<file path="config.mk">
export PLATFORM = sky130hd
export DESIGN_NAME = video_timing_generator
export DESIGN_NICKNAME = d
export VERILOG_FILES = /design/src/rtl/video_timing_pkg.sv /design/src/rtl/video_timing_axis.sv /design/src/rtl/video_timing_generator.sv
export VERILOG_INCLUDE_DIRS = /design/src /design/src/rtl
export SDC_FILE = /design/constraint.sdc
export NUM_CORES = 1
export LEC_CHECK = 0
export BUFFER_PORTS_ARGS = -buffer_cell sky130_fd_sc_hd__buf_2
export CAP_MARGIN = 20
export CORE_ASPECT_RATIO = 0.75
export CORE_MARGIN = 1.5
export CORE_UTILIZATION = 50
export DETAILED_ROUTE_END_ITERATION = 6
export PLACE_DENSITY = 0.69
export SYNTH_ARGS = -nofsm -noshare
export SYNTH_HDL_FRONTEND = slang
export SYNTH_SLANG_ARGS = --single-unit
</file>
<file path="constraint.sdc">
create_clock -name clk -period 13 [get_ports clk]
set_clock_uncertainty 0.2 [all_clocks]
set_input_delay 3.25 -clock clk [delete_from_list [all_inputs] [get_ports clk]]
set_output_delay 3.25 -clock clk [all_outputs]
set_load 0.1 [all_outputs]
</file>
<file path="src/rtl/video_timing_defs.vh">
// rtl/video_timing_defs.vh - default display timing shared by the generator, renderers and benches
`ifndef VIDEO_TIMING_DEFS_VH
`define VIDEO_TIMING_DEFS_VH

`define VTG_H_DISPLAY 256
`define VTG_H_FRONT   7
`define VTG_H_SYNC    23
`define VTG_H_BACK    23

`define VTG_V_DISPLAY 240
`define VTG_V_BOTTOM  14
`define VTG_V_SYNC    3
`define VTG_V_TOP     5

`define VTG_TOTAL(d, f, s, b) ((d) + (f) + (s) + (b))

`endif

</file>
<file path="src/rtl/video_timing_pkg.sv">
// rtl/video_timing_pkg.sv - default timing and polarity constants for the video timing generator
package video_timing_pkg;

`include "video_timing_defs.vh"

   localparam int DEF_H_DISPLAY = `VTG_H_DISPLAY;
   localparam int DEF_H_FRONT   = `VTG_H_FRONT;
   localparam int DEF_H_SYNC    = `VTG_H_SYNC;
   localparam int DEF_H_BACK    = `VTG_H_BACK;
   localparam int DEF_H_TOTAL   = `VTG_TOTAL(`VTG_H_DISPLAY, `VTG_H_FRONT, `VTG_H_SYNC, `VTG_H_BACK);

   localparam int DEF_V_DISPLAY = `VTG_V_DISPLAY;
   localparam int DEF_V_BOTTOM  = `VTG_V_BOTTOM;
   localparam int DEF_V_SYNC    = `VTG_V_SYNC;
   localparam int DEF_V_TOP     = `VTG_V_TOP;
   localparam int DEF_V_TOTAL   = `VTG_TOTAL(`VTG_V_DISPLAY, `VTG_V_BOTTOM, `VTG_V_SYNC, `VTG_V_TOP);

   localparam bit DEF_H_SYNC_POL = 1'b1;
   localparam bit DEF_V_SYNC_POL = 1'b1;

endpackage

</file>
<file path="src/rtl/video_timing_axis.sv">
// rtl/video_timing_axis.sv - one timing axis: position counter, active config and region decode
// sync_next/visible_next describe the position the counter moves to on this edge.
module video_timing_axis
   import video_timing_pkg::*;
#(
   parameter int W       = 10,
   parameter int DISPLAY = DEF_H_DISPLAY,
   parameter int FRONT   = DEF_H_FRONT,
   parameter int SYNC    = DEF_H_SYNC,
   parameter int BACK    = DEF_H_BACK
) (
   input  logic         clk,
   input  logic         reset,
   input  logic         advance,
   input  logic         load,
   input  logic [W-1:0] new_display,
   input  logic [W-1:0] new_front,
   input  logic [W-1:0] new_sync,
   input  logic [W-1:0] new_back,
   output logic [W-1:0] pos,
   output logic         wrap,
   output logic         sync_next,
   output logic         visible_next
);

   localparam logic [W:0] ONE       = (W+1)'(1);
   localparam logic [W:0] DEF_TOTAL = (W+1)'(DISPLAY + FRONT + SYNC + BACK);

   logic [W-1:0] pos_q, pos_d;
   logic [W-1:0] display_q, display_d;
   logic [W-1:0] front_q, front_d;
   logic [W-1:0] sync_len_q, sync_len_d;
   logic [W-1:0] back_q, back_d;
   logic [W:0]   total;
   logic [W:0]   sync_lo;
   logic [W:0]   sync_hi;

   always_comb begin
      total = {1'b0, display_q} + {1'b0, front_q} + {1'b0, sync_len_q} + {1'b0, back_q};
      wrap  = advance && ({1'b0, pos_q} == total - ONE);
      pos_d = pos_q;
      if (advance) begin
         pos_d = wrap ? '0 : pos_q + W'(1);
      end
      // A new config only ever lands on a wrap, so decoding with it covers position 0 onward.
      display_d  = load ? new_display : display_q;
      front_d    = load ? new_front   : front_q;
      sync_len_d = load ? new_sync    : sync_len_q;
      back_d     = load ? new_back    : back_q;
      sync_lo      = {1'b0, display_d} + {1'b0, front_d};
      sync_hi      = sync_lo + {1'b0, sync_len_d};
      sync_next    = ({1'b0, pos_d} >= sync_lo) && ({1'b0, pos_d} < sync_hi);
      visible_next = pos_d < display_d;
   end

   always_ff @(posedge clk or negedge reset) begin
      if (!reset) begin
         pos_q      <= W'(DEF_TOTAL - ONE);
         display_q  <= W'(DISPLAY);
         front_q    <= W'(FRONT);
         sync_len_q <= W'(SYNC);
         back_q     <= W'(BACK);
      end else begin
         pos_q      <= pos_d;
         display_q  <= display_d;
         front_q    <= front_d;
         sync_len_q <= sync_len_d;
         back_q     <= back_d;
      end
   end

   assign pos = pos_q;

endmodule

</file>
<file path="src/rtl/video_timing_generator.sv">
// rtl/video_timing_generator.sv - sync, visibility, strobes and frame count for one display channel
// New timing is held pending and swapped in on the frame wrap so a frame never mixes timings.
module video_timing_generator
   import video_timing_pkg::*;
#(
   parameter int HW         = 10,
   parameter int VW         = 10,
   parameter int FRAME_W    = 8,
   parameter int H_DISPLAY  = DEF_H_DISPLAY,
   parameter int H_FRONT    = DEF_H_FRONT,
   parameter int H_SYNC     = DEF_H_SYNC,
   parameter int H_BACK     = DEF_H_BACK,
   parameter int V_DISPLAY  = DEF_V_DISPLAY,
   parameter int V_BOTTOM   = DEF_V_BOTTOM,
   parameter int V_SYNC     = DEF_V_SYNC,
   parameter int V_TOP      = DEF_V_TOP,
   parameter bit H_SYNC_POL = DEF_H_SYNC_POL,
   parameter bit V_SYNC_POL = DEF_V_SYNC_POL
) (
   input  logic               clk,
   input  logic               reset,
   input  logic               enable,
   input  logic               cfg_valid,
   output logic               cfg_ready,
   input  logic [HW-1:0]      cfg_h_display,
   input  logic [HW-1:0]      cfg_h_front,
   input  logic [HW-1:0]      cfg_h_sync,
   input  logic [HW-1:0]      cfg_h_back,
   input  logic [VW-1:0]      cfg_v_display,
   input  logic [VW-1:0]      cfg_v_bottom,
   input  logic [VW-1:0]      cfg_v_sync,
   input  logic [VW-1:0]      cfg_v_top,
   output logic [HW-1:0]      hpos,
   output logic [VW-1:0]      vpos,
   output logic               hsync,
   output logic               vsync,
   output logic               display_on,
   output logic               line_start,
   output logic               frame_start,
   output logic [FRAME_W-1:0] frame_count
);

   logic h_wrap, v_wrap, h_sync_next, h_vis_next, v_sync_next, v_vis_next;
   logic handshake, frame_wrap, apply;

   logic                  pend_valid_q, pend_valid_d;
   logic [3:0][HW-1:0]    pend_h_q, pend_h_d;
   logic [3:0][VW-1:0]    pend_v_q, pend_v_d;
   logic                  cfg_ready_q, cfg_ready_d;
   logic                  hsync_q, hsync_d;
   logic                  vsync_q, vsync_d;
   logic                  display_on_q, display_on_d;
   logic                  line_start_q, line_start_d;
   logic                  frame_start_q, frame_start_d;
   logic [FRAME_W-1:0]    frame_count_q, frame_count_d;

   video_timing_axis #(
      .W(HW), .DISPLAY(H_DISPLAY), .FRONT(H_FRONT), .SYNC(H_SYNC), .BACK(H_BACK)
   ) u_h_axis (
      .clk(clk), .reset(reset), .advance(enable), .load(apply),
      .new_display(pend_h_q[0]), .new_front(pend_h_q[1]),
      .new_sync(pend_h_q[2]), .new_back(pend_h_q[3]),
      .pos(hpos), .wrap(h_wrap), .sync_next(h_sync_next), .visible_next(h_vis_next)
   );

   video_timing_axis #(
      .W(VW), .DISPLAY(V_DISPLAY), .FRONT(V_BOTTOM), .SYNC(V_SYNC), .BACK(V_TOP)
   ) u_v_axis (
      .clk(clk), .reset(reset), .advance(h_wrap), .load(apply),
      .new_display(pend_v_q[0]), .new_front(pend_v_q[1]),
      .new_sync(pend_v_q[2]), .new_back(pend_v_q[3]),
      .pos(vpos), .wrap(v_wrap), .sync_next(v_sync_next), .visible_next(v_vis_next)
   );

   always_comb begin
      handshake  = cfg_valid && cfg_ready_q;
      frame_wrap = h_wrap && v_wrap;
      // A capture on the wrap cycle sees pend_valid_q low, so it waits for the next wrap.
      apply      = frame_wrap && pend_valid_q;

      pend_valid_d = pend_valid_q;
      pend_h_d     = pend_h_q;
      pend_v_d     = pend_v_q;
      if (apply) begin
         pend_valid_d = 1'b0;
      end
      if (handshake) begin
         pend_valid_d = 1'b1;
         pend_h_d     = {cfg_h_back, cfg_h_sync, cfg_h_front, cfg_h_display};
         pend_v_d     = {cfg_v_top, cfg_v_sync, cfg_v_bottom, cfg_v_display};
      end
      cfg_ready_d = !pend_valid_d;

      hsync_d       = hsync_q;
      vsync_d       = vsync_q;
      display_on_d  = display_on_q;
      frame_count_d = frame_count_q;
      line_start_d  = h_wrap;
      frame_start_d = frame_wrap;
      if (enable) begin
         hsync_d      = h_sync_next ? H_SYNC_POL : ~H_SYNC_POL;
         vsync_d      = v_sync_next ? V_SYNC_POL : ~V_SYNC_POL;
         display_on_d = h_vis_next && v_vis_next;
      end
      if (frame_wrap) begin
         frame_count_d = frame_count_q + FRAME_W'(1);
      end
   end

   always_ff @(posedge clk or negedge reset) begin
      if (!reset) begin
         pend_valid_q  <= 1'b0;
         pend_h_q      <= '0;
         pend_v_q      <= '0;
         cfg_ready_q   <= 1'b1;
         hsync_q       <= ~H_SYNC_POL;
         vsync_q       <= ~V_SYNC_POL;
         display_on_q  <= 1'b0;
         line_start_q  <= 1'b0;
         frame_start_q <= 1'b0;
         frame_count_q <= '1;
      end else begin
         pend_valid_q  <= pend_valid_d;
         pend_h_q      <= pend_h_d;
         pend_v_q      <= pend_v_d;
         cfg_ready_q   <= cfg_ready_d;
         hsync_q       <= hsync_d;
         vsync_q       <= vsync_d;
         display_on_q  <= display_on_d;
         line_start_q  <= line_start_d;
         frame_start_q <= frame_start_d;
         frame_count_q <= frame_count_d;
      end
   end

   assign cfg_ready   = cfg_ready_q;
   assign hsync       = hsync_q;
   assign vsync       = vsync_q;
   assign display_on  = display_on_q;
   assign line_start  = line_start_q;
   assign frame_start = frame_start_q;
   assign frame_count = frame_count_q;

endmodule

</file>
==> impl_metrics.yaml, run 1 <==
placement:
  globalplace.congestion: 0.9195
  dpl.cell_count: 1623
  hpwlAfterDp_mm: 24.86
  portBuffers: 117
  pre_cts_ws_ns: 3.051
finish:
  diodes: 0
  finalNonFillerCells: 1654
  syn2layout_area_growth_pct: 11.48
  drive_gt1_frac: 0.2447
  nets: 1572
  final_util: 0.5701
drt:
  drc: 0
  drt-initial-drc-count: 630
  wl_per_cell_um: 18.91
  vias: 9042
  vias_per_cell: 5.467
  first_pass_iters: 5
  finalWirelength_mm: 31.28
  ant_nets: 0
power:
  total_power_mw: 1.333
  swShare: 0.3038
  p_leak_nw: 7.304
  clock_power_share: 0.379
  seqPwrFrac: 0.475
  power.density_nw_per_um2: 93.23
  p_switching_mw: 0.4051
  internal_power_mw: 0.9283
  peakVddDrop_uv: 118.8
  pwr-share-comb: 0.147
setup_path:
  r2r_cells: 35
  crit_type: "reg2reg"
  r2r_start: "u_v_axis.sync_len_q[1]$_DFF_PN1_"
  rrSetupSlack_ns: 3.39
  crit_slowest_cell: "and3_4"
  crit_required_ns: 13.13
  cp_common_cell: "ha_1"
  r2r-end: "hsync$_DFFE_PN0P_"
  worstSetupEndpointType: "flip-flop"
  worstPathMaxFanout: 79
  critPathMaxStageDelay_ns: 0.72
  cp.arrival_ns: 9.75
  start_kind: "flip-flop"
cts:
  htree_levels: 4
  cts_post_setup_buffers_inserted: 0
  cts-root-buf: "clkbuf_16"
  post_cts_resized: 0
  clock-sinks: 195
  cts_tree: "yes"
  clk_latency_ns: 0.45
  clkTransAtPathRegs_ns: 0.08
  cts_made_buffers: 17
  clk_path_buf_depth: 2
  ctsHoldBuffers: 0
synthesis:
  yosysSeqAreaShare: 0.3841
  yosysMostFrequentCell: "inv_1"
  synth_edf_count: 0
  ys_ff_latch: 195
  yosysTopAreaCellShare: 0.3043
  async_flop_share: 1.000
  synth-main-ff-cell: "dfrtp_1"
  ys_warn_count: 0
  yosys.area.top_type: "dfrtp_1"
  syn_nets: 1458
  netlist_area_um2: 12830
  syn_area_per_cell_um2: 10.78
  synth.top_cells.by_count: "163 x inv_1, 156 x dfrtp_1, 143 x ha_1"
  synth.distinct_cells: 66
  synth_area_leaders: "dfrtp_1 30%, ha_1 14%, mux2_2 9.2%, dfstp_2 8.0%, fa_1 6.4%"
  syn_inst: 1190
sta:
  hold_viol: 0
  finalCriticalPeriod_ns: 9.614
  fin_crit_sh: 0.7395
  worst_pin_slew_ns: 0.9064
  slew_viol_final: 0
  relSlewSlack: 0.3958
  fin_setup_tns_ns: 0
  setup_ws_ns: 3.386
  setup_viol_count_final: 0
  rsz0062_at_grt: "no"
  max_freq_mhz: 104.0
die:
  die_w_um: 188.0
  core_area_um2: 25090
  io-pin-count: 118
  dieArea_um2: 26640
  start_util: 0.5114
  die-height_um: 141.7
  rows: 50
min_path:
  hold_depth: 1
  worstHoldEndpoint: "frame_count[7]$_DFFE_PN1P_"
  min_from: "frame_count[7]$_DFFE_PN1P_"
  min_path_type: "reg2reg"
job:
  maxCapViolCount: 0
global_route:
  first_global_vias: 8665
  antenna_found_initial: 0
  grt_overflow: 0
  grt_max_degree: 80
  grt_first_pass_wirelength_mm: 49.19
  grtUsageTotal: 0.2445
status:
  outcome: "completed"
==> routing by layer <==
metal,up-vias,track usage,routed length (µm)
li1,4290,-,-
met1,4395,0.4153,17050
met2,333,0.3041,11380
met3,24,0.05145,2534
met4,0,0.05305,314
met5,-,0,0
==> how the worst max path moves through the flow <==
stage	end	slack, ns	from	cells after the start
after floorplan	vsync$_DFFE_PN0P_	4.28	enable	29
after global placement	hsync$_DFFE_PN0P_	3.25	enable	28
after detailed placement	hsync$_DFFE_PN0P_	3.05	enable	28
after CTS	hsync$_DFFE_PN0P_	3.43	u_v_axis.sync_len_q[1]$_DFF_PN1_	35
after global routing	hsync$_DFFE_PN0P_	2.78	u_v_axis.sync_len_q[1]$_DFF_PN1_	35
final	hsync$_DFFE_PN0P_	3.39	u_v_axis.sync_len_q[1]$_DFF_PN1_	35
==> power by group through the flow <==
stage / Combinational, mW / Sequential (mW) / Clock, mW
floorplan: 0.0750 / 0.698 / 0
global placement: 0.191 / 0.644 / 0
detailed placement: 0.193 / 0.644 / 0
CTS: 0.194 / 0.632 / 0.517
global route: 0.211 / 0.635 / 0.542
finish: 0.195 / 0.633 / 0.505
==> flip-flops by register name, summed over array words and instances, names as in the netlist <==
| name | cells |
|---|---|
| u_v_axis.display_q | 10 |
| u_v_axis.sync_len_q | 10 |
| pend_h_q | 40 |
| display_on | 1 |
| line_start | 1 |
| cfg_ready | 1 |
| u_h_axis.front_q | 10 |
| frame_count | 8 |
| vsync | 1 |
| pend_valid_q | 1 |
| hsync | 1 |
| u_h_axis.pos | 10 |
| u_v_axis.back_q | 10 |
| frame_start | 1 |
| u_h_axis.display_q | 10 |
| u_h_axis.back_q | 10 |
| pend_v_q | 40 |
| u_v_axis.pos | 10 |
| u_h_axis.sync_len_q | 10 |
| u_v_axis.front_q | 10 |
==> cells in the final DEF, fill, tap and decap left out, drive strengths merged, types with 11 or more instances in the layout <==
cell type  instances
inv              171
dfrtp            156
ha               143
buf              121
mux2             106
nand2             71
o21ai             67
xnor2             56
a21oi             54
nor2              43
fa                41
dfstp             39
xor2              36
a21o              27
nand3             21
nand4             21
clkbuf            18
mux2i             14
o21bai            11
o21a              11
and3              11
==> cells by family after synthesis <==
logic type / synth area share
simple gates: 0.07431
xor+xnor: 0.06573
compound gates: 0.1088
mux: 0.1052
flops: 0.3841
buf+inv: 0.05832
fa+ha+maj: 0.2034
==> stage by stage <==
| step | hold WS (ns) | instance area, µm² |
|---|---|---|
| after CTS | 0.2896 | 14300 |
| after detailed placement | 0.2695 | 13760 |
| after global placement | 0.2613 | 13760 |
| final | 0.2863 | 14300 |
| after floorplan | 0.2444 | 12830 |
| after global routing | 0.3045 | 14300 |
==> layout make-up <==
class                           count  area [µm²]
Fill cell                        2179       10780
Multi-Input combinational cell    804        7161
Sequential cell                   195        4928
Timing Repair Buffer              122       631.9
Inverter                          164       615.6
Clock buffer                       17       425.4
Tap cell                          338       422.9
Clock inverter                     14       117.6
==> critical path, delay by kind of cell (launching register included) <==
| family | cells | cell delay [ns] |
|---|---|---|
| fa+ha+maj | 8 | 2.85 |
| xor+xnor | 3 | 0.41 |
| flops | 1 | 0.52 |
| mux | 1 | 0.44 |
| buf+inv | 4 | 0.90 |
| simple gates | 8 | 2.24 |
| compound gates | 11 | 1.94 |
(Power assumes the default switching activity.)
==> run 2: changes to the inputs <==
Clock period 13 ns to 9.5 ns, I/O delays scaled along.
==> impl_metrics.yaml, run 2 (synthesis results as in run 1) <==
status:
  outcome: "completed"
global_route:
  grt_max_degree: 77
  first_global_vias: 8866
  grt_overflow: 0
  grt_first_pass_wirelength_mm: 50.29
  antenna_found_initial: 3
  grtUsageTotal: 0.2506
cts:
  cts_tree: "yes"
  clk_path_buf_depth: 2
  cts_made_buffers: 17
  clk_latency_ns: 0.45
  cts-root-buf: "clkbuf_16"
  htree_levels: 4
  cts_post_setup_buffers_inserted: 0
  clkTransAtPathRegs_ns: 0.08
  clock-sinks: 195
  ctsHoldBuffers: 0
  post_cts_resized: 0
setup_path:
  cp_common_cell: "ha_1"
  worstSetupEndpointType: "flip-flop"
  crit_type: "reg2reg"
  critPathMaxStageDelay_ns: 0.53
  crit_required_ns: 9.63
  worstPathMaxFanout: 18
  crit_slowest_cell: "fa_1"
  cp.arrival_ns: 9.02
  start_kind: "flip-flop"
die:
  rows: 50
  die_w_um: 188.0
  start_util: 0.5114
  io-pin-count: 118
  core_area_um2: 25090
  dieArea_um2: 26640
  die-height_um: 141.7
sta:
  relSlewSlack: 0.3850
  setup_viol_count_final: 0
  worst_pin_slew_ns: 0.9225
  finalCriticalPeriod_ns: 8.889
  slew_viol_final: 0
  rsz0062_at_grt: "no"
  fin_setup_tns_ns: 0
  hold_viol: 0
  fin_crit_sh: 0.9357
  max_freq_mhz: 112.5
power:
  p_leak_nw: 7.354
  power.density_nw_per_um2: 131.2
  peakVddDrop_uv: 135.8
finish:
  nets: 1577
  top_regs: "pend_h_q (40), pend_v_q (40)"
  finalNonFillerCells: 1660
  diodes: 0
  drive_gt1_frac: 0.2481
  layout_common_cells: "163 x inv_1, 156 x dfrtp_1, 143 x ha_1"
  nFillCells: 2160
  syn2layout_area_growth_pct: 12.29
  final_common_cell: "inv_1"
drt:
  wl_per_cell_um: 19.48
  first_pass_iters: 5
  vias: 9108
  ant_nets: 0
  drc: 0
  vias_per_cell: 5.487
  drt-initial-drc-count: 679
  finalWirelength_mm: 32.33
placement:
  hpwlAfterDp_mm: 25.25
  portBuffers: 117
  dpl.cell_count: 1627
  globalplace.congestion: 0.9212
min_path:
  min_path_type: "reg2reg"
job:
  maxCapViolCount: 0
-- run 2: cell count changes in the layout (fill, tap and decap cells not counted), sizes merged --
cell	delta
and3	+1
bufinv	+2
buf	+4
inv	-2
clkbuf	+2
clkinv	-1
-- run 2: final cells by class --
class	instances	area, µm²	share of cell area
multi-input combinational	805	7169	0.4977
inverter	164	615.6	0.04273
tap	338	422.9	0.02936
timing repair buffer	126	661.9	0.04594
sequential	195	4928	0.3421
clock inverter	13	165.2	0.01146
clock buffer	19	442.9	0.03075
-- run 2: metrics by stage --
step	util	worst slack [ns]	total power, mW	cell area, µm²	hold slack, ns
after floorplan	-	1.578	1.058	12830	0.2444
after global placement	0.5497	0.9229	1.143	13790	0.2575
after detailed placement	0.5497	0.6220	1.149	13790	0.2654
after CTS	0.5739	0.5867	1.900	14400	0.2873
after global routing	0.5743	0.1185	1.959	14410	0.2936
final	0.5743	0.6107	1.890	14410	0.2844
-- run 2: critical path, delay by kind of cell (launching register included) --
kind | cells | cell delay (ns)
fa+ha+maj | 9 | 3.18
compound gates | 11 | 2.15
simple gates | 6 | 1.68
flops | 1 | 0.52
xor+xnor | 3 | 0.48
mux | 1 | 0.40
buf+inv | 2 | 0.12
-- run 2: routing by layer --
layer | vias up | routed length, µm | global-route usage | part of all wire
met1 | 4450 | 17290 | 0.4130 | 0.53
met5 | - | 0 | 0 | 0
met3 | 25 | 2694 | 0.06184 | 0.083
met2 | 319 | 12040 | 0.3222 | 0.37
li1 | 4314 | - | - | -
met4 | 0 | 305 | 0.04884 | 0.0094
-- run 2: power breakdown --
part,switching [mW],internal [mW],total (mW)
Combinational,0.188,0.0819,0.270
Clock,0.349,0.405,0.754
Sequential,0.0207,0.846,0.866
Total,0.558,1.33,1.89
-- run 2: worst paths after layout --
check                                                  from                             end  slack [ns]  cells past startpoint
setup / recovery           u_v_axis.sync_len_q[1]$_DFF_PN1_               hsync$_DFFE_PN0P_        0.61                     32
hold / removal                     pend_v_q[33]$_DFFE_PN0P_  u_v_axis.back_q[3]$_DFFE_PN0P_        0.28                      2
setup reg to reg           u_v_axis.sync_len_q[1]$_DFF_PN1_               hsync$_DFFE_PN0P_        0.61                     32
hold reg to reg                    pend_v_q[33]$_DFFE_PN0P_  u_v_axis.back_q[3]$_DFFE_PN0P_        0.28                      2
max in group asynchronous                             reset   u_h_axis.front_q[3]$_DFF_PN0_        6.06                      2
min in group asynchronous                             reset        pend_h_q[17]$_DFFE_PN0P_        1.75                      1
==> run 3: changes to the inputs <==
Settings changed: ABC_AREA set to 1, PLACE_DENSITY 0.69 to 0.8.
==> impl_metrics.yaml, run 3 <==
status:
  outcome: "completed"
synthesis:
  synth.top_cells.by_count: "313 x nand2_1, 254 x inv_1, 156 x dfrtp_1"
  async_flop_share: 1.000
  syn_area_per_cell_um2: 8.696
  syn_inst: 1531
  synth_compound_area_frac: 0.06935
  synth-adder-area-share: 0.1960
  synth.distinct_cells: 49
  ys_ff_latch: 195
  synth_edf_count: 0
  syn_nets: 1799
  synth-xor-area-share: 0.03806
  yosys.area.top_type: "dfrtp_1"
  yosysSeqAreaShare: 0.3702
  netlist_area_um2: 13310
  yosysMostFrequentCell: "nand2_1"
  ys_warn_count: 0
  yosysTopAreaCellShare: 0.2932
  muxShareOfSynthArea: 0.06343
  synth-main-ff-cell: "dfrtp_1"
  yosys.area_share.simple: 0.1804
  synth_top_family_by_area: "adder cells"
  synth_area_leaders: "dfrtp_1 29%, ha_1 13%, nand2_1 8.8%, dfstp_2 7.7%, inv_1 7.2%"
finish:
  diodes: 0
  final_util: 0.5736
  syn2layout_area_growth_pct: 12.17
  finalNonFillerCells: 2007
  top_regs: "pend_h_q (40), pend_v_q (40)"
  nFillCells: 2244
  final_common_cell: "nand2_1"
  drive_gt1_frac: 0.1792
  nets: 1918
  layout_common_cells: "312 x nand2_1, 254 x inv_1, 156 x dfrtp_1"
cts:
  clkTransAtPathRegs_ns: 0.08
  htree_levels: 4
  cts_tree: "yes"
  clk_latency_ns: 0.45
  cts_post_setup_buffers_inserted: 0
  ctsHoldBuffers: 0
  cts-root-buf: "clkbuf_16"
  clk_path_buf_depth: 2
  clock-sinks: 195
  cts_made_buffers: 17
  post_cts_resized: 0
power:
  pwr-share-comb: 0.218
  p_leak_nw: 8.456
  internal_power_mw: 1.339
  p_switching_mw: 0.7308
  swShare: 0.3531
  peakVddDrop_uv: 236.4
  clock_power_share: 0.353
  total_power_mw: 2.070
  power.density_nw_per_um2: 138.6
  seqPwrFrac: 0.429
global_route:
  first_global_vias: 10030
  grt_max_degree: 87
  antenna_found_initial: 1
  grtUsageTotal: 0.2593
  grt_first_pass_wirelength_mm: 54.08
  grt_overflow: 0
setup_path:
  start_kind: "flip-flop"
  critPathMaxStageDelay_ns: 0.53
  cp.arrival_ns: 8.92
  crit_type: "reg2reg"
  crit_slowest_cell: "dfstp_2"
  cp_common_cell: "nand2_1"
  worstSetupEndpointType: "flip-flop"
  worstPathMaxFanout: 34
  crit_required_ns: 9.70
sta:
  worst_pin_slew_ns: 1.168
  setup_viol_count_final: 0
  finalCriticalPeriod_ns: 8.719
  relSlewSlack: 0.2195
  rsz0062_at_grt: "no"
  max_freq_mhz: 114.7
  fin_setup_tns_ns: 0
  fin_crit_sh: 0.9178
  slew_viol_final: 0
  hold_viol: 0
  fin_hold_ws_ns: 0.2959
die:
  rows: 51
  start_util: 0.5114
  die-height_um: 144.3
  dieArea_um2: 27630
  core_area_um2: 26040
  io-pin-count: 118
  die_w_um: 191.4
drt:
  vias_per_cell: 5.294
  finalWirelength_mm: 34.59
  ant_nets: 0
  drc: 0
  vias: 10625
  first_pass_iters: 6
  drt-initial-drc-count: 762
  wl_per_cell_um: 17.23
placement:
  dpl.cell_count: 1973
  portBuffers: 117
  hpwlAfterDp_mm: 27.24
  globalplace.congestion: 0.9522
min_path:
  min_path_type: "reg2reg"
job:
  maxCapViolCount: 0
[run 3: stage by stage]
| step | setup slack [ns] | area [µm²] |
|---|---|---|
| floorplan | 2.260 | 13310 |
| global placement | 1.413 | 14300 |
| detailed placement | 0.9728 | 14300 |
| CTS | 0.9413 | 14900 |
| global route | 0.1400 | 14930 |
| finish | 0.7807 | 14930 |
[run 3: cells by family after synthesis]
kind of cell / count (synthesis)
and+or+nand+nor: 566
xor gates and xnor gates: 57
muxes: 75
AOI/OAI and AO/OA: 164
DFF: 195
buffers and inverters: 290
adders and majority gates: 184
[run 3: final timing paths]
check                                                 startpoint  slack [ns]                        end  cells past startpoint
worst max-delay path            u_v_axis.sync_len_q[1]$_DFF_PN1_        0.78          vsync$_DFFE_PN0P_                     43
worst min-delay path                           vsync$_DFFE_PN0P_        0.30          vsync$_DFFE_PN0P_                      2
worst max register to register  u_v_axis.sync_len_q[1]$_DFF_PN1_        0.78          vsync$_DFFE_PN0P_                     43
worst min register to register                 vsync$_DFFE_PN0P_        0.30          vsync$_DFFE_PN0P_                      2
max in group asynchronous                                  reset        5.94   pend_v_q[15]$_DFFE_PN0P_                      2
min in group asynchronous                                  reset        1.75  u_h_axis.pos[7]$_DFF_PN0_                      1
[run 3: area by class of cell]
class / instances / area (µm²) / share of cell area
repair buffers: 126 / 681.9 / 0.04566
well taps: 344 / 430.4 / 0.02882
clock inverters: 14 / 161.4 / 0.01081
clock buffers: 18 / 439.2 / 0.02941
flip-flops and latches: 195 / 4928 / 0.3300
inverters: 264 / 991.0 / 0.06635
multi-input cells: 1046 / 7302 / 0.4889
[run 3: critical path, delay by kind of cell, from the launching register on]
kind	cells	cell delay (ns)
buffers and inverters	6	0.78
AND/OR/NAND/NOR	22	2.72
AO/OA/AOI/OAI	5	1.09
XOR/XNOR	2	0.38
adder cells (fa/ha/maj)	8	2.95
flip-flops	1	0.53
[run 3: metal layers]
metal,GRT usage,vias up,share of wire
met4,0.05921,2,0.013
met3,0.06964,39,0.095
li1,-,5146,-
met1,0.3994,5049,0.49
met5,0,-,0.00020
met2,0.3576,389,0.40
[run 3: power by group through the flow]
| stage | Combinational (mW) | Clock [mW] | Sequential [mW] |
|---|---|---|---|
| after global routing | 0.491 | 0.776 | 0.891 |
| after detailed placement | 0.446 | 0 | 0.902 |
| after CTS | 0.449 | 0.737 | 0.887 |
| final | 0.452 | 0.731 | 0.887 |
| after floorplan | 0.172 | 0 | 1.04 |
| after global placement | 0.431 | 0 | 0.901 |
